==> src/rtl/pico_io_pkg.sv <==
// Shared constants and bus type for the picoMIPS board I/O path.
// The switch bus layout is fixed by the CPU's SW port.
package pico_io_pkg;

    localparam int SW_WIDTH  = 10;
    localparam int DATA_BITS = 8;
    localparam int STEP_BIT  = 8;
    localparam int RUN_BIT   = 9;

    typedef logic [SW_WIDTH-1:0] sw_bus_t;

endpackage

==> src/rtl/debounce_bit.sv <==
// One switch bit: two-flop synchroniser, stability counter,
// accepted level and registered edge pulses.
module debounce_bit #(
    parameter int DB_CYCLES = 50000,
    parameter int CNT_W     = $clog2(DB_CYCLES+1)
) (
    input  logic Clock,
    input  logic Reset,
    input  logic raw,
    output logic clean,
    output logic clean_nxt,
    output logic rise,
    output logic fall
);

    logic             s1_q, s2_q;
    logic [CNT_W-1:0] cnt_q, cnt_d;
    logic             clean_q, clean_d;
    logic             rise_q, fall_q;

    always_comb begin
        cnt_d   = cnt_q;
        clean_d = clean_q;
        if (s2_q == clean_q) begin
            cnt_d = '0;
        end else if (cnt_q == CNT_W'(DB_CYCLES-1)) begin
            clean_d = s2_q;
            cnt_d   = '0;
        end else begin
            cnt_d = cnt_q + CNT_W'(1);
        end
    end

    // Pulses are set on the same edge the accepted level changes.
    always_ff @(posedge Clock) begin
        if (Reset) begin
            s1_q    <= 1'b0;
            s2_q    <= 1'b0;
            cnt_q   <= '0;
            clean_q <= 1'b0;
            rise_q  <= 1'b0;
            fall_q  <= 1'b0;
        end else begin
            s1_q    <= raw;
            s2_q    <= s1_q;
            cnt_q   <= cnt_d;
            clean_q <= clean_d;
            rise_q  <= clean_d & ~clean_q;
            fall_q  <= ~clean_d & clean_q;
        end
    end

    assign clean     = clean_q;
    assign clean_nxt = clean_d;
    assign rise      = rise_q;
    assign fall      = fall_q;

endmodule

==> src/rtl/sw_conditioner.sv <==
// Board switch conditioner feeding the picoMIPS SW bus: debounced
// run/step levels plus a data byte frozen on each step press.
module sw_conditioner
    import pico_io_pkg::*;
#(
    parameter int WIDTH      = SW_WIDTH,
    parameter int DB_CYCLES  = 50000,
    parameter int CNT_W      = $clog2(DB_CYCLES+1),
    parameter bit LATCH_DATA = 1'b1
) (
    input  logic             Clock,
    input  logic             Reset,
    input  logic [WIDTH-1:0] sw_raw,
    output logic [WIDTH-1:0] SW,
    output logic             sw8_press,
    output logic             sw8_release
);

    logic [WIDTH-1:0]     clean, clean_nxt, rise, fall;
    logic [DATA_BITS-1:0] data_q, data_d;
    logic                 press_nxt;
    logic                 unused_bits;

    for (genvar i = 0; i < WIDTH; i++) begin : g_db
        debounce_bit #(
            .DB_CYCLES(DB_CYCLES),
            .CNT_W    (CNT_W)
        ) u_db (
            .Clock    (Clock),
            .Reset    (Reset),
            .raw      (sw_raw[i]),
            .clean    (clean[i]),
            .clean_nxt(clean_nxt[i]),
            .rise     (rise[i]),
            .fall     (fall[i])
        );
    end

    // Capture next-state data so a bit accepted on the press edge is seen.
    assign press_nxt = clean_nxt[STEP_BIT] & ~clean[STEP_BIT];

    always_comb begin
        data_d = data_q;
        if (press_nxt) begin
            data_d = clean_nxt[DATA_BITS-1:0];
        end
    end

    always_ff @(posedge Clock) begin
        if (Reset) begin
            data_q <= '0;
        end else begin
            data_q <= data_d;
        end
    end

    assign SW[WIDTH-1:DATA_BITS] = clean[WIDTH-1:DATA_BITS];
    assign SW[DATA_BITS-1:0]     = LATCH_DATA ? data_q
                                              : clean[DATA_BITS-1:0];

    assign sw8_press   = rise[STEP_BIT];
    assign sw8_release = fall[STEP_BIT];

    assign unused_bits = ^{rise, fall, clean_nxt};

endmodule

==> config.mk <==
export PLATFORM = sky130hd
export DESIGN_NAME = sw_conditioner
export DESIGN_NICKNAME = d
export VERILOG_FILES = /design/src/rtl/pico_io_pkg.sv /design/src/rtl/debounce_bit.sv /design/src/rtl/sw_conditioner.sv
export SDC_FILE = /design/constraint.sdc
export NUM_CORES = 1
export LEC_CHECK = 0
export ABC_AREA = 1
export BUFFER_PORTS_ARGS = -buffer_cell sky130_fd_sc_hd__buf_2
export CORE_UTILIZATION = 57
export DETAILED_ROUTE_END_ITERATION = 10
export PLACE_DENSITY = 0.74
export SLEW_MARGIN = 20
export SYNTH_ARGS = -nofsm -noshare
export SYNTH_HDL_FRONTEND = slang
export SYNTH_SLANG_ARGS = --single-unit
==> constraint.sdc <==
create_clock -name Clock -period 3.2 [get_ports Clock]
set_input_delay 0.64 -clock Clock [delete_from_list [all_inputs] [get_ports Clock]]
set_output_delay 0.64 -clock Clock [all_outputs]
set_load 0.05 [all_outputs]
==> metrics.md <==
| Metric | Value |
|---|---|
| Antenna-violating nets left | `0` |
| Rows | `46` |
| Initial core utilization | `58.42%` |
| CP max stage cell | `dfxtp_1` |
| TritonCTS clock tree | `built` |
| Clock share of power | `45.6%` |
| Routed len/inst | `10.60 microns` |
| Total number of yosys warnings | `0` |
| Fmax | `0.5653 GHz` |
| Largest area contributor in the netlist | `dfxtp_1` |
| Area share of the largest cell type after synthesis | `43.14%` |
| Net Sw Power | `0.001033 W` |
| Via Count | `7665` |
| Syn Area/Cell | `7.144 sq um` |
| Arr. time, crit path | `1.13 ns` |
| Dpl cells | `1521` |
| DRC viols | `0` |
| Total Routing Usage GR | `21.13%` |
| Buffers & Inverters on Critical Path | `1` |
| Endpoints failing hold | `0` |
| Commonest cells in the netlist | `nand2_1 (257), nor2_1 (230), dfxtp_1 (200), inv_1 (172), a21oi_1 (84)` |
| Worst setup EP type | `primary output` |
| Root buffer cell | `clkbuf_16` |
| Sequential power share | `53.2%` |
| Die W | `129.6 microns` |
| Clock Skew | `0.01044 ns` |
| Ys flop type | `dfxtp_1` |
| Number of synthesized register bits | `200` |
| Nets | `1346` |
| Setup-failing EPs final | `0` |
| Crit-path max FO | `4` |
| Comb pwr share | `1.2%` |
| Final Util | `63.80%` |
| Clock latency on the worst-skew pair | `0.44 ns` |
| Async SR Flop Fraction | `0%` |
| I/O pin cnt | `24` |
| Layout cells sized above 1 | `9.050%` |
| Cts bufs inserted | `17` |
| Layout area overhead | `9.208%` |
| Dpl hpwl | `11690 microns` |
| CTS-repair resized insts | `0` |
| Fin crit share | `55.28%` |
| Largest net degree at the start of global routing | `35` |
| Post-route minimum period | `1.769 ns` |
| Crit path cell chain | `buf_2` |
| IR Drop Worst-Case VDD | `0.4206 mV` |
| Post-synth EDFFs | `0` |
| Max Cap Viol | `0` |
| Vias in the first global route | `6928` |
| Power Density | `466.2 mW/mm^2` |
| Status | `completed` |
| Placed Area | `0.009544 sq mm` |
| CTS Sinks | `200` |
| Critical path type | `reg2out` |
| Pre-antenna DRT Iters | `5` |
| Vias per std cell | `4.936` |
| Finished Cell Area | `0.01013 sq mm` |
| Tightest Pin Transition | `0.4397 ns` |
| Max incr delay on CP | `0.40 ns` |
| CP top delay family | `flip-flops` |
| Core Area | `0.01589 sq mm` |
| Setup crit start kind | `flop` |
| Gpl congestion | `0.8666` |
| Clk pin slew, worst setup/hold paths | `0.07 ns` |
| Total grt overflow | `0` |
| Switching Share | `21.87%` |
| Hold crit path type | `in2reg` |
| Leak Pwr | `3.465 nW` |
| ANT cells | `0` |
| # hold bufs at CTS | `0` |
| Max Root-Sink Buffers | `2` |
| Buffer count from post-CTS setup fixing | `0` |
| Netlist Area Pre-Place | `0.009280 sq mm` |
| Final WL | `16460 microns` |
| Setup TNS | `0 ns` |
| Area of the die | `0.01679 sq mm` |
| Initial antenna violation count | `0` |
| Port Buf Inserts | `23` |
| Most common cell in the synthesized netlist | `nand2_1` |
| Layout Cells excl Fill | `1553` |
| Die span in y | `129.6 microns` |
| Max Slew Vio Count | `0` |
| Distinct cell type count of the synthesized netlist | `37` |
| Required time worst endpoint | `2.56 ns` |
| Syn Nets | `1321` |
| DRT iter0 DRCs | `325` |
| Synth area leaders | `dfxtp_1 (43%), nand2_1 (10%), nor2_1 (9.3%), inv_1 (7.0%), a21oi_1 (4.5%)` |
| Post-Syn Instances | `1299` |
| RSZ-0062 raised after global routing | `false` |
| H-tree depth | `4` |
| Pint | `0.003692 W` |
| Register area share after synthesis | `43.14%` |
| First-pass GRT wire length | `28840 microns` |
| Normalized max-slew margin | `70.46%` |
==> layout make-up <==
cell class	instances	area, sq um
clock inverters	15	165.2
inverters	183	689.4
flip-flops and latches	200	4004
repair buffers	24	122.6
well taps	216	270.3
fillers	1499	5751
multi-input cells	898	4458
clock buffers	17	425.4
==> power groups by stage <==
| stage | Combinational (W) | Sequential, W | Clock [W] |
|---|---|---|---|
| after floorplan | 0.0000463 | 0.00257 | 0 |
| after global placement | 0.0000594 | 0.00257 | 0 |
| after detailed placement | 0.0000610 | 0.00257 | 0 |
| after CTS | 0.0000608 | 0.00251 | 0.00221 |
| after global routing | 0.0000685 | 0.00251 | 0.00230 |
| final | 0.0000590 | 0.00251 | 0.00215 |
==> cell families (layout without fill, tap and decap cells) <==
| family | count (synthesis) | in the layout | share of synthesized area, % |
|---|---|---|---|
| adders and majority gates | 10 | 10 | 1.348 |
| and+or+nand+nor | 730 | 730 | 36.03 |
| buffers and inverters | 201 | 239 | 8.818 |
| xor gates and xnor gates | 46 | 46 | 4.341 |
| AOI/OAI and AO/OA | 112 | 112 | 6.323 |
| DFF | 200 | 200 | 43.14 |
==> cells in the final DEF (no fill, tap or decap), drive strengths merged <==
| cell | netlist | routed |
|---|---|---|
| o211ai | 1 | 1 |
| xor2 | 37 | 37 |
| nand2 | 263 | 263 |
| nand4 | 33 | 33 |
| dfxtp | 200 | 200 |
| buf | 15 | 24 |
| bufinv | 0 | 2 |
| clkbuf | 3 | 17 |
| nor4 | 3 | 3 |
| or2 | 24 | 24 |
| ha | 10 | 10 |
| clkinvlp | 0 | 2 |
| a31oi | 1 | 1 |
| o21ai | 22 | 22 |
| nor2 | 244 | 244 |
| clkinv | 3 | 7 |
| nor3 | 57 | 57 |
| nand3 | 87 | 87 |
| inv | 180 | 187 |
| nor3b | 19 | 19 |
| o21bai | 3 | 3 |
| a21oi | 85 | 85 |
| xnor2 | 9 | 9 |
==> worst reg2reg max path, stage by stage, from the launching register on <==
cell	delay, ns
dfxtp_1	0.36
ha_1	0.17
nand2_1	0.10
nor2_1	0.14
inv_1	0.08
nor2_1	0.20
nand2_1	0.13
nand3_2	0.27
nor3b_1	0.10
==> flip-flops by register name, indices dropped and copies added (netlist names) <==
signal	cells
g_db.u_db.s1_q	10
g_db.u_db.rise	1
g_db.u_db.fall	1
g_db.u_db.s2_q	10
data_q	8
g_db.u_db.clean	10
g_db.u_db.cnt_q	160
==> per-layer routing <==
metal / GRT usage, % / routed length, microns / part of all wire [%] / up-vias
met4: 6.224 / 231 / 1.4 / 0
met1: 26.72 / 8191 / 50 / 3403
li1: - / - / - / 4154
met2: 35.77 / 7534 / 46 / 89
met3: 4.996 / 502 / 3.1 / 19
met5: 0 / 0 / 0 / -
==> worst paths after layout <==
path / cells after the start / to / startpoint / slack [ns]
worst min register to register: 2 / g_db[5].u_db.s2_q / g_db[5].u_db.s1_q / 0.40
worst max-delay path: 1 / SW[8] / g_db[8].u_db.clean / 1.43
worst max register to register: 8 / g_db[6].u_db.cnt_q[2] / g_db[6].u_db.cnt_q[0] / 1.53
worst min-delay path: 3 / g_db[5].u_db.s1_q / sw_raw[5] / 0.40
==> stage by stage <==
| step | setup WS (ns) | power [W] | hold WS, ns |
|---|---|---|---|
| after floorplan | 1.632 | 0.002613 | 0.3883 |
| after global placement | 1.412 | 0.002628 | 0.3887 |
| after detailed placement | 1.362 | 0.002630 | 0.3924 |
| after CTS | 1.406 | 0.004781 | 0.3812 |
| after global routing | 1.311 | 0.004878 | 0.3987 |
| final | 1.431 | 0.004725 | 0.3988 |
(Power assumes the default switching activity.)
